[config.mk]
export PLATFORM = sky130hd
export DESIGN_NAME = ifu_fetch
export DESIGN_NICKNAME = d
export VERILOG_FILES = /design/src/rtl/ifu_fetch.sv
export SDC_FILE = /design/constraint.sdc
export NUM_CORES = 1
export LEC_CHECK = 0
export BUFFER_PORTS_ARGS = -buffer_cell sky130_fd_sc_hd__buf_4
export CORE_ASPECT_RATIO = 1.25
export CORE_MARGIN = 2
export CORE_UTILIZATION = 52
export DETAILED_ROUTE_END_ITERATION = 8
export GPL_TIMING_DRIVEN = 0
export PLACE_DENSITY = 0.86
export SKIP_LAST_GASP = 1
export SLEW_MARGIN = 20
export SYNTH_ARGS = -nofsm -noshare
export SYNTH_HDL_FRONTEND = slang
export SYNTH_SLANG_ARGS = --single-unit
[constraint.sdc]
create_clock -name clock -period 2.97 [get_ports clock]
set_input_delay 0.1485 -clock clock [delete_from_list [all_inputs] [get_ports clock]]
set_output_delay 0.1485 -clock clock [all_outputs]
set_load 0.01 [all_outputs]
[src/rtl/ifu_fetch.sv]
// Instruction-fetch stage: owns the PC, issues one AXI4-Lite word read per instruction and
// hands {pc, snpc} plus the returned instruction word to decode.
module ifu_fetch #(
  parameter logic [31:0] RESET_PC = 32'h8000_0000,
  parameter int unsigned BUS_W    = 64
) (
  input  logic             clock,
  input  logic             reset,
  input  logic             wbu_valid_i,
  input  logic [31:0]      next_pc_i,
  output logic [31:0]      araddr_o,
  output logic             arvalid_o,
  input  logic             arready_i,
  input  logic [31:0]      rdata_i,
  input  logic [1:0]       rresp_i,
  input  logic             rvalid_i,
  output logic             rready_o,
  output logic [BUS_W-1:0] ifu_bdu_bus_o,
  output logic             valid_o,
  output logic [31:0]      inst_rdata_o,
  output logic             inst_rvalid_o,
  output logic             fetch_fault_o,
  output logic [31:0]      fetch_count_o
);

  typedef enum logic [2:0] {StBoot, StIssue, StAr, StRd, StIdle} state_e;

  state_e      r_state;
  logic [31:0] r_pc;
  logic [31:0] r_pending_pc;
  logic        r_pending;
  logic        r_arvalid;
  logic        r_rready;
  logic [31:0] r_fetch_count;

  logic        w_misaligned;
  logic        w_r_beat;
  logic        w_r_ok;

  assign w_misaligned = (r_pc[1:0] != 2'b00);
  // Beats arriving outside RD are stray and never reach decode or the counter.
  assign w_r_beat     = (r_state == StRd) && rvalid_i && !reset;
  assign w_r_ok       = w_r_beat && (rresp_i == 2'b00);

  assign araddr_o      = r_pc;
  assign arvalid_o     = r_arvalid && !reset;
  assign rready_o      = r_rready && !reset;
  assign valid_o       = r_arvalid && arready_i && !reset;
  assign inst_rvalid_o = w_r_ok;
  assign inst_rdata_o  = rdata_i;
  assign fetch_fault_o = ((r_state == StIssue) && w_misaligned && !reset) ||
                         (w_r_beat && (rresp_i != 2'b00));
  assign fetch_count_o = r_fetch_count;
  assign ifu_bdu_bus_o = {r_pc, r_pc + 32'd4};

  always_ff @(posedge clock) begin
    if (reset) begin
      r_state       <= StBoot;
      r_pc          <= RESET_PC;
      r_pending_pc  <= 32'd0;
      r_pending     <= 1'b0;
      r_arvalid     <= 1'b0;
      r_rready      <= 1'b0;
      r_fetch_count <= 32'd0;
    end else begin
      // A retirement seen while busy is remembered; the newest one wins.
      if (wbu_valid_i && (r_state != StIdle)) begin
        r_pending    <= 1'b1;
        r_pending_pc <= next_pc_i;
      end
      case (r_state)
        StBoot: r_state <= StIssue;
        StIssue: begin
          if (w_misaligned) begin
            r_state <= StIdle;
          end else begin
            r_state   <= StAr;
            r_arvalid <= 1'b1;
          end
        end
        StAr: begin
          if (arready_i) begin
            r_arvalid <= 1'b0;
            r_rready  <= 1'b1;
            r_state   <= StRd;
          end
        end
        StRd: begin
          if (rvalid_i) begin
            r_rready <= 1'b0;
            r_state  <= StIdle;
            if (rresp_i == 2'b00) begin
              r_fetch_count <= r_fetch_count + 32'd1;
            end
          end
        end
        StIdle: begin
          if (wbu_valid_i) begin
            r_pc      <= next_pc_i;
            r_pending <= 1'b0;
            r_state   <= StIssue;
          end else if (r_pending) begin
            r_pc      <= r_pending_pc;
            r_pending <= 1'b0;
            r_state   <= StIssue;
          end
        end
        default: r_state <= StBoot;
      endcase
    end
  end

endmodule

# Yosys cells after proc, flatten, opt, wreduce, memory -nomap -nowiden
# Cells that the tools add are included.
totals:
  ff_bits: 102
  word_cells: 61
  output_inout_bits: 165
  input_bits: 71
op_classes:
  eq_ne: 9
  addsub: 2
  muxes: 18
  reduce_logical: 25
op_table:
  columns: ["cell", "count"]
  rows:
  - ["$mux 32", 2]
  - ["$add 32x1->32 const B", 1]
  - ["$add 32x3->32 const B", 1]
  - ["$mux 3", 5]
  - ["$pmux 3 s5", 1]
  - ["$reduce_and 3->1", 4]
  - ["$logic_and 1x1->1", 11]
  - ["$reduce_bool 2->1", 5]
  - ["$mux 1", 8]
  - ["$eq 3x2->1 const B", 2]
  - ["$ne 2x2->1 const B", 3]
  - ["$ne 3x3->1 const B", 2]
  - ["$pmux 1 s2", 2]
  - ["$eq 3x1->1 const B", 1]
  - ["$eq 3x3->1 const B", 1]
  - ["$logic_not 3->1", 1]
  - ["$logic_not 2->1", 1]
  - ["$reduce_and 2->1", 1]
  - ["$logic_not 1->1", 1]
  - ["$logic_or 1x1->1", 1]

# Logic depth before layout (Yosys ltp)
# Gate-level depths: netlist of the first run.
depth:
  word_depth: 6
  mapped_depth: 7
  mapped_depth_nobuf: 5

# Worst setup path after synthesis of the first run
# Ideal clock, no wire load.
synth_path:
  path_type: "register to output"
  from: "register r_pc[2] (netlist: araddr_o[2])"
  to: "output ifu_bdu_bus_o[28]"
  required_ps: 2822
  t_arrival_ps: 1801
  stages_incl_launch_ff: 6
  slack_ps: 1021
  cell_sequence: "dfxtp_1 -> ha_1 -> inv_1 -> nor4_2 -> nand3_1 -> xnor2_1"
synth_between:
  elab_chain_len: 1
synth_rtl:
  columns: ["item", "line_no", "rtl"]
  rows:
  - ["start, declared", "29", "logic [31:0] r_pc;"]
  - ["start signal, assigned", "99", "r_pc <= next_pc_i;"]
  - ["start signal, assigned", "103", "r_pc <= r_pending_pc;"]
  - ["$add 32x3->32", "54", "assign ifu_bdu_bus_o = {r_pc, r_pc + 32'd4};"]
  - ["end, declared", "18", "output logic [BUS_W-1:0] ifu_bdu_bus_o,"]
# Every way passes these cells.

# Worst setup path after layout of the first run
layout_path:
  from: "register r_pc[4] (netlist: araddr_o[4])"
  to: "output ifu_bdu_bus_o[31]"
# Same word-level chain as after synthesis.

==> results of run 1 <==
[critical path, cell delays in order, from the launching register on]
cell and delay (ns):
dfxtp_1 0.50, nand4_1 0.26, nor4_2 0.84, nand4_1 0.23, xnor2_1 0.24, buf_4 0.16
[cell families after synthesis]
logic type | count (synthesis) | synth area share, %
xor+xnor | 34 | 5.46
compound gates | 128 | 14.3
simple gates | 252 | 24.1
fa+ha+maj | 2 | 0.459
mux | 32 | 5.87
flops | 102 | 37.4
buf+inv | 112 | 12.4
[layer usage]
layer | share of wire, % | wire, um | up-vias
met2 | 53 | 8260 | 228
met5 | 0 | 0 | -
met3 | 8.2 | 1280 | 32
li1 | - | - | 2725
met1 | 37 | 5750 | 2635
met4 | 1.9 | 295 | 0
[cell usage after synthesis, types with 2 or more instances]
master,count,area (um^2)
buf_4,66,495
and3_1,5,31.3
xor2_1,8,70.1
or4_1,20,150
nor4_1,2,12.5
mux2i_1,32,320
dfxtp_1,102,2040
a21oi_1,63,315
nand2b_1,2,12.5
o21ai_0,11,55.1
clkbuf_1,28,105
a211oi_1,32,240
ha_1,2,25.0
nand4_1,24,150
and4_1,7,61.3
nor2_1,48,180
o31ai_1,17,128
and2_1,7,43.8
inv_1,8,30.0
nor2b_1,4,25.0
or3_1,7,43.8
buf_2,7,35.0
xnor2_1,26,228
buf_1,3,11.3
nand3_1,19,95.1
nand2_1,87,327
nor3b_1,2,15.0
nor4_2,2,25.0
or3_2,2,15.0
nor3_1,3,15.0
[through the flow]
stage | total power (uW) | instance area [um^2] | util (%) | setup WS (ns) | std cells
after floorplan | 1730 | 5450 | - | 1.02 | 662
after global placement | 1910 | 7120 | 70.1 | 0.614 | 992
after detailed placement | 1930 | 7120 | 70.1 | 0.540 | 992
after CTS | 3100 | 7420 | 73.1 | 0.148 | 1008
after global routing | 3200 | 7430 | 73.2 | 0.0521 | 1008
final | 3080 | 7430 | 73.2 | 0.234 | 1008
[layout make-up]
class	instances	area (um^2)	share of cell area [%]
buffer	104	647	8.70
clock buffer	10	229	3.08
clock inverter	6	70.1	0.943
inverter	8	30.0	0.404
multi-input combinational	448	2740	36.9
sequential	102	2040	27.5
tap	129	161	2.17
timing repair buffer	201	1510	20.3
[worst max path at each step]
stage,end,from
2_1_floorplan,ifu_bdu_bus_o[28],araddr_o[2]
3_3_place_gp,ifu_bdu_bus_o[24],araddr_o[2]
3_5_place_dp,ifu_bdu_bus_o[26],araddr_o[2]
4_1_cts,ifu_bdu_bus_o[26],araddr_o[2]
5_1_grt,ifu_bdu_bus_o[26],araddr_o[16]
6_report,ifu_bdu_bus_o[31],araddr_o[4]
[flip-flops by register name, summed over array words and instances (netlist names)]
name / cells
araddr_o: 32
fetch_count_o: 32
r_arvalid: 1
r_pending: 1
r_pending_pc: 32
r_rready: 1
r_state: 3
[power groups by stage]
stage	Clock, uW	Sequential, uW	Combinational [uW]
detailed placement	0	1490	439
global route	1250	1460	480
finish	1190	1460	440
global placement	0	1480	428
floorplan	0	1480	252
CTS	1200	1460	441
==> flow_summary.json, run 1 <==
{
  "worst-path-max-fanout": 9,
  "timing.clock.skew_ns": 0.00883,
  "async_reset_ff_share_pct": 0,
  "hold_start": "next_pc_i[10]",
  "p_int_uw": 2300,
  "share_seq_of_total_power_pct": 47.3,
  "leakagePower_uw": 0.00319,
  "met2_usage_pct": 47.9,
  "worst_setup_path_end_kind": "output port",
  "worstHoldPathType": "in2reg",
  "core_um2": 10200,
  "finalSetupViolations": 0,
  "iter_0_drt_violations": 255,
  "hold_path_sink": "r_pending_pc[10]",
  "rows": 41,
  "groute.usage.overall_pct": 26.4,
  "slew_viol_final": 0,
  "route.antenna.remaining_nets": 0,
  "timing_worst_slew_pin_value_ns": 0.966,
  "post_cts.resized_instances": 0,
  "synth.net_count": 735,
  "finalWirelength_um": 15600,
  "whs_ns": 0.0556,
  "vdd_ir_drop_max_mv": 0.312,
  "syn2layout_area_growth_pct": 36.3,
  "rr_worst_depth": 6,
  "cts-buffers-inserted": 9,
  "power.share.switching_pct": 25.4,
  "r2r-start": "r_state[0]",
  "ctsLongestPathBuffers": 2,
  "drt_first_pass_iters": 5,
  "worst_skew_pair_later_pin_latency_ns": 0.35,
  "layer_carrying_the_most_global_route_usage": "met2",
  "number_of_enable_flip_flop_cells_after_synthesis": 0,
  "timing.slew.headroom_pct": 35.0,
  "post_drt_wl_per_cell_um": 15.5,
  "worstHoldPathCells": 3,
  "fin_crit_ns": 2.74,
  "grt_start_max_net_pins": 18,
  "initial_utilization_pct": 53.7,
  "pwr_density_cell_nw_per_um2": 415,
  "count_of_antenna_diodes_in_the_layout": 0,
  "grt_pass1_vias": 5159,
  "worstReg2RegEnd": "araddr_o[5]",
  "cp-start-kind": "flip-flop",
  "fillerInstances": 781,
  "synth.lib_cells_used.distinct": 46,
  "layout.cells.most_common_list": "buf_4 (267), dfxtp_1 (102), nand2_1 (87)",
  "cap_viol_max_count": 0,
  "die_area_um2": 11300,
  "cp_data_arrival_time_ns": 2.59,
  "clkSlewWorstSetupHoldPaths_ns": 0.07,
  "layout.cells.most_common": "buf_4",
  "worstPathRequired_ns": 2.82,
  "period_share_pct": 92.1,
  "rsz_0062_raised_after_global_routing": "false",
  "remaining_global_route_overflow": 0,
  "clockRootBuffer": "clkbuf_16",
  "clock_sinks": 102,
  "setup_total_negative_slack_ns": 0,
  "port_buffers": 201,
  "outcome": "finished clean",
  "postSynthRegisterBits": 102,
  "globalRouteMet1Util_pct": 29.1,
  "synth_warnings": 0,
  "tritoncts": "yes",
  "antenna_found_initial": 0,
  "drive_above_1_share_pct": 34.0,
  "grt_first_pass_wirelength_um": 24200,
  "sequential_element_share_of_the_synthesized_area_pct": 37.4,
  "max_clock_freq_mhz": 366,
  "r2r_slack_ns": 0.83,
  "criticalPathCategory": "reg2out",
  "cts.repair_timing.setup_buffer_count": 0,
  "final_hold_viol_count": 0,
  "die-height_um": 119,
  "die_width_um": 95.6,
  "detail_route.drc_violations": 0,
  "detailedPlacementHpwl_um": 12000,
  "ioPinCount": 236,
  "htree_levels": 3,
  "power.clock.fraction_pct": 38.5,
  "drt-vias-per-instance": 5.58,
  "netlist_instances": 662,
  "netlist_area_um2": 5450,
  "cts_hold_buf": 0,
  "vias": 5620,
  "syn-mean-instance-area_um2": 8.24,
  "grt_use_met3_pct": 7.01,
  "finalNetCount": 947,
  "total_switching_power_uw": 785,
  "gpl.final_weighted_congestion": 0.865,
  "synth-main-ff-cell": "dfxtp_1",
  "p_comb_share_pct": 14.3
}
No activity file was read; power rests on OpenSTA's default activity.
==> run 2: changes to the inputs <==
--- a/config.mk
+++ b/config.mk
@@ -12,6 +12,7 @@
 export DETAILED_ROUTE_END_ITERATION = 8
 export GPL_TIMING_DRIVEN = 0
 export PLACE_DENSITY = 0.86
+export REMOVE_ABC_BUFFERS = 1
 export SKIP_LAST_GASP = 1
 export SLEW_MARGIN = 20
 export SYNTH_ARGS = -nofsm -noshare
==> run 2 against run 1 <==
Die area did not move. Combinational power decreased by 27%. Setup slack worse by 0.0090 ns. Cell area shrank 10%. Cell count fell by 13%. Worst hold slack gained 0.0028 ns. Total power is 0.65% higher. Wire length shrank 0.71%. Largest cell class unchanged. Largest power group unchanged. Highest routed layer is now met5.
==> flow_summary.json, run 2 (synthesis gave the netlist of run 1 again) <==
{
  "path_cells": "nand4_1, nor4_4, nand4_1, xnor2_1, buf_4",
  "worst_setup_path_end_kind": "output port",
  "final_hold_viol_count": 0,
  "p_comb_share_pct": 10.4,
  "clkSlewWorstSetupHoldPaths_ns": 0.07,
  "cts_hold_buf": 0,
  "criticalPathCategory": "reg2out",
  "placed_area_um2": 6320,
  "remaining_global_route_overflow": 0,
  "post-route-worst-setup-slack_ns": 0.225,
  "tritoncts": "yes",
  "cts.repair_timing.setup_buffer_count": 0,
  "dp.cells": 860,
  "gpl.final_weighted_congestion": 0.877,
  "cap_viol_max_count": 0,
  "cp_data_arrival_time_ns": 2.60,
  "groute.usage.overall_pct": 26.7,
  "crit_top_cell": "nand4_1",
  "total_switching_power_uw": 719,
  "grt_pass1_vias": 4727,
  "layout.area.seq_um2": 2040,
  "detailedPlacementHpwl_um": 11100,
  "timing_worst_slew_pin_value_ns": 1.07,
  "drt-vias-per-instance": 5.86,
  "post_drt_wl_per_cell_um": 17.7,
  "finalNetCount": 815,
  "finalInstanceArea_um2": 6670,
  "layout.cells.most_common_list": "buf_4 (171), dfxtp_1 (102), nand2_1 (86)",
  "rows": 41,
  "pwr_density_cell_nw_per_um2": 466,
  "multi_input_area_um2": 2770,
  "power.share.switching_pct": 23.2,
  "initial_utilization_pct": 53.7,
  "drive_above_1_share_pct": 26.7,
  "ioPinCount": 236,
  "cts-buffers-inserted": 9,
  "iter_0_drt_violations": 247,
  "route.antenna.remaining_nets": 0,
  "leakagePower_uw": 0.00270,
  "die-height_um": 119,
  "finalSetupViolations": 0,
  "grt_first_pass_wirelength_um": 23900,
  "finalWirelength_um": 15500,
  "detail_route.drc_violations": 0,
  "fin_cells": 874,
  "setup_total_negative_slack_ns": 0,
  "worst-path-max-fanout": 9,
  "count_of_antenna_diodes_in_the_layout": 0,
  "worstPathRequired_ns": 2.82,
  "slew_viol_final": 0,
  "die_width_um": 95.6,
  "place_worst_setup_slack_ns": 0.386,
  "worst_skew_pair_later_pin_latency_ns": 0.34,
  "ctsLongestPathBuffers": 2,
  "worstHoldPathCells": 3,
  "antenna_found_initial": 0,
  "crit_path_top_delay_cell": "nor4_4",
  "clock_sinks": 102,
  "syn2layout_area_growth_pct": 22.2,
  "share_seq_of_total_power_pct": 47.2,
  "outcome": "finished clean",
  "timing.slew.headroom_pct": 28.5,
  "grt_start_max_net_pins": 107,
  "worstHoldPathType": "in2reg",
  "die_area_um2": 11300,
  "fin_crit_ns": 2.74,
  "p_int_uw": 2390,
  "rsz_0062_raised_after_global_routing": "false",
  "period_share_pct": 92.4,
  "layout.cells.most_common": "buf_4",
  "finalPower_uw": 3100,
  "drt_first_pass_iters": 4,
  "core_um2": 10200,
  "htree_levels": 3,
  "fillerInstances": 823,
  "vdd_ir_drop_max_mv": 0.344,
  "vias": 5123,
  "post_cts.resized_instances": 0,
  "max_clock_freq_mhz": 364,
  "delay_of_the_slowest_critical_path_stage_ns": 0.75,
  "timing.clock.skew_ns": 0.00739,
  "cp-start-kind": "flip-flop",
  "power.clock.fraction_pct": 42.4,
  "port_buffers": 171,
  "clockRootBuffer": "clkbuf_16",
  "rr_worst_depth": 4
}
## run 2: final cells by class
cell class                 count  area share [%]
clock buffer                  10            3.43
sequential                   102            30.6
multi-input combinational    448            41.5
clock inverter                 4            1.46
tap                          129            2.42
inverter                       8           0.450
timing repair buffer         173            20.1
## run 2: through the flow
step / utilization [%] / hold WS, ns
floorplan: - / 0.218
global placement: 61.6 / 0.297
detailed placement: 62.2 / 0.297
CTS: 65.5 / 0.0486
global route: 65.6 / 0.0575
finish: 65.6 / 0.0584
## run 2: worst paths after layout
| kind | startpoint | to | slack, ns |
|---|---|---|---|
| setup / recovery | araddr_o[4] | ifu_bdu_bus_o[23] | 0.23 |
| hold / removal | next_pc_i[31] | r_pending_pc[31] | 0.06 |
| setup reg to reg | r_state[1] | fetch_count_o[28] | 0.34 |
| hold reg to reg | r_pending_pc[31] | r_pending_pc[31] | 0.45 |
## run 2: critical path: cells and delay by family (launching register included)
family,cells,cell delay [ns]
xor+xnor,1,0.23
buf+inv,1,0.15
flops,1,0.53
simple gates,3,1.34
## run 2: power by group through the flow
stage                     Clock, uW  Sequential, uW  Combinational (uW)
after floorplan                   0            1490                 143
after global placement            0            1490                 306
after detailed placement          0            1500                 323
after CTS                      1330            1460                 325
after global routing           1380            1470                 356
final                          1320            1470                 323
## run 2: per-layer routing
layer / GRT usage [%] / vias to the layer above / routed length (um)
li1: - / 2444 / -
met1: 32.6 / 2458 / 6270
met2: 41.9 / 203 / 7300
met3: 11.7 / 16 / 1640
met4: 7.32 / 2 / 189
met5: 5.39 / - / 69
==> run 3: changes to the inputs <==
--- a/config.mk
+++ b/config.mk
@@ -6,12 +6,14 @@
 export NUM_CORES = 1
 export LEC_CHECK = 0
 export BUFFER_PORTS_ARGS = -buffer_cell sky130_fd_sc_hd__buf_4
+export CELL_PAD_IN_SITES_DETAIL_PLACEMENT = 0
+export CELL_PAD_IN_SITES_GLOBAL_PLACEMENT = 2
 export CORE_ASPECT_RATIO = 1.25
 export CORE_MARGIN = 2
-export CORE_UTILIZATION = 52
+export CORE_UTILIZATION = 28
 export DETAILED_ROUTE_END_ITERATION = 8
 export GPL_TIMING_DRIVEN = 0
-export PLACE_DENSITY = 0.86
+export PLACE_DENSITY_LB_ADDON = 0.1
 export REMOVE_ABC_BUFFERS = 1
 export SKIP_LAST_GASP = 1
 export SLEW_MARGIN = 20
==> run 3 against run 2 <==
Sequential share of layout area decreased by 0.46 points. Cell area increased by 1.5%. Setup slack improved by 0.017 ns. Sequential power about the same. Largest cell class unchanged.
==> flow_summary.json, run 3 (synthesis gave the netlist of run 1 again) <==
{
  "outcome": "finished clean",
  "drt_first_pass_iters": 4,
  "multi_input_area_um2": 2770,
  "worstPathBufferInverterCount": 1,
  "die_area_um2": 20600,
  "timing.slew.headroom_pct": 43.1,
  "worstReg2RegEnd": "fetch_count_o[19]",
  "worstPathRequired_ns": 2.82,
  "drive_above_1_share_pct": 26.9,
  "placed_area_um2": 6460,
  "remaining_global_route_overflow": 0,
  "rows": 57,
  "dp.cells": 968,
  "core_um2": 19300,
  "cap_viol_max_count": 0,
  "crit_path_top_delay_cell": "nor4_4",
  "ctsLongestPathBuffers": 2,
  "initial_utilization_pct": 28.3,
  "crit_top_cell": "nand4_1",
  "worst-path-max-fanout": 9,
  "p_comb_share_pct": 11.1,
  "die_width_um": 129,
  "route.antenna.remaining_nets": 0,
  "vias": 4974,
  "drt-vias-per-instance": 5.05,
  "finalWirelength_um": 17200,
  "leakagePower_uw": 0.00269,
  "path_cells": "nand4_1, nor4_4, nand4_1, xnor2_1, buf_4",
  "fillerInstances": 2015,
  "clock_sinks": 102,
  "worstHoldPathCells": 3,
  "antenna_found_initial": 0,
  "r2r-start": "r_state[1]",
  "post_drt_wl_per_cell_um": 17.4,
  "iter_0_drt_violations": 191,
  "htree_levels": 3,
  "fin_crit_ns": 2.73,
  "port_buffers": 171,
  "layout.cells.most_common": "buf_4",
  "tritoncts": "yes",
  "hold_start": "next_pc_i[29]",
  "delay_of_the_slowest_critical_path_stage_ns": 0.67,
  "pwr_density_cell_nw_per_um2": 442,
  "finalNetCount": 816,
  "total_switching_power_uw": 766,
  "criticalPathCategory": "reg2out",
  "period_share_pct": 91.8,
  "rsz_0062_raised_after_global_routing": "false",
  "clockRootBuffer": "clkbuf_16",
  "worst_setup_path_end_kind": "output port",
  "groute.usage.overall_pct": 16.2,
  "grt_pass1_vias": 4641,
  "fin_cells": 984,
  "timing_worst_slew_pin_value_ns": 0.850,
  "max_clock_freq_mhz": 367,
  "worstHoldPathType": "in2reg",
  "slew_viol_final": 0,
  "p_int_uw": 2230,
  "count_of_antenna_diodes_in_the_layout": 0,
  "finalInstanceArea_um2": 6770,
  "finalSetupViolations": 0,
  "die-height_um": 160,
  "clkSlewWorstSetupHoldPaths_ns": 0.07,
  "power.share.switching_pct": 25.6,
  "critical-path-top-delay-family": "simple AND/OR/NAND/NOR gates",
  "final_hold_viol_count": 0,
  "r2r_slack_ns": 0.30,
  "cts-buffers-inserted": 9,
  "syn2layout_area_growth_pct": 24.1,
  "cp_data_arrival_time_ns": 2.58,
  "layout.cells.most_common_list": "buf_4 (171), dfxtp_1 (102), nand2_1 (86)",
  "cp-start-kind": "flip-flop",
  "detailedPlacementHpwl_um": 11900,
  "vdd_ir_drop_max_mv": 0.292,
  "gpl.final_weighted_congestion": 0.732,
  "ioPinCount": 236,
  "worst_skew_pair_later_pin_latency_ns": 0.35,
  "hold_path_sink": "r_pending_pc[29]",
  "power.clock.fraction_pct": 39.9,
  "grt_first_pass_wirelength_um": 26400,
  "timing.clock.skew_ns": 0.0102,
  "share_seq_of_total_power_pct": 49.0,
  "grt_start_max_net_pins": 56,
  "detail_route.drc_violations": 0,
  "layout.area.seq_um2": 2040,
  "rr_worst_depth": 4
}
run 3: cell types whose count changed in the layout (fill, tap and decap cells not counted):
cell and delta:
clkinv_2 +4, bufinv_16 -2, buf_12 +2, clkbuf_1 +1, clkinvlp_4 -1, buf_16 -1
run 3: power groups by stage:
stage | registers, uW | logic (uW) | clock network [uW]
2_1_floorplan | 1490 | 143 | 0
3_3_place_gp | 1500 | 322 | 0
3_5_place_dp | 1500 | 336 | 0
4_1_cts | 1470 | 338 | 1230
5_1_grt | 1470 | 365 | 1280
6_report | 1470 | 331 | 1190
run 3: area by class of cell:
type                            instances  area share, %
Tap cell                              236           4.36
Clock inverter                          5          0.739
Multi-Input combinational cell        448           40.9
Timing Repair Buffer                  174           20.0
Clock buffer                           11           3.44
Sequential cell                       102           30.2
Inverter                                8          0.444
run 3: how the worst max path moves through the flow:
stage	start	endpoint	slack, ns	depth (start not counted)
floorplan	r_state[2]	araddr_o[31]	0.43	4
detailed placement	araddr_o[9]	ifu_bdu_bus_o[31]	0.25	5
global placement	r_state[2]	araddr_o[31]	-0.46	4
CTS	araddr_o[4]	ifu_bdu_bus_o[31]	0.14	5
finish	araddr_o[9]	ifu_bdu_bus_o[31]	0.24	5
global route	r_state[1]	fetch_count_o[22]	0.05	4
run 3: stage by stage:
step | worst slack, ns | power [uW] | hold WS, ns | util (%) | TNS [ns]
6_report | 0.242 | 2990 | 0.0506 | 35.2 | 0
5_1_grt | 0.0517 | 3120 | 0.0424 | 35.2 | 0
4_1_cts | 0.138 | 3030 | 0.0392 | 35.2 | 0
3_5_place_dp | 0.249 | 1830 | 0.297 | 33.6 | 0
3_3_place_gp | -0.456 | 1820 | 0.297 | 33.2 | -12.46
2_1_floorplan | 0.433 | 1640 | 0.218 | - | 0
run 3: metal layers:
metal,GRT usage (%),wire [um],part of all wire [%]
met4,4.74,209,1.2
met2,23.9,7570,44
met3,6.77,1600,9.3
met5,1.72,46,0.27
met1,21.3,7740,45
run 3: timing repair:
item | in CTS | in global routing
resized for setup | 3 | 0
hold buffers | 0 | 0
pin swaps | 0 | 1
endpoints found under the setup margin | 6 | 1
gates cloned | 0 | 0
buffers inserted | 0 | 0
run 3: worst min-delay path: stages:
cell and delay, ns:
buf_4 0.11, nand2_1 0.05, a21oi_1 0.05
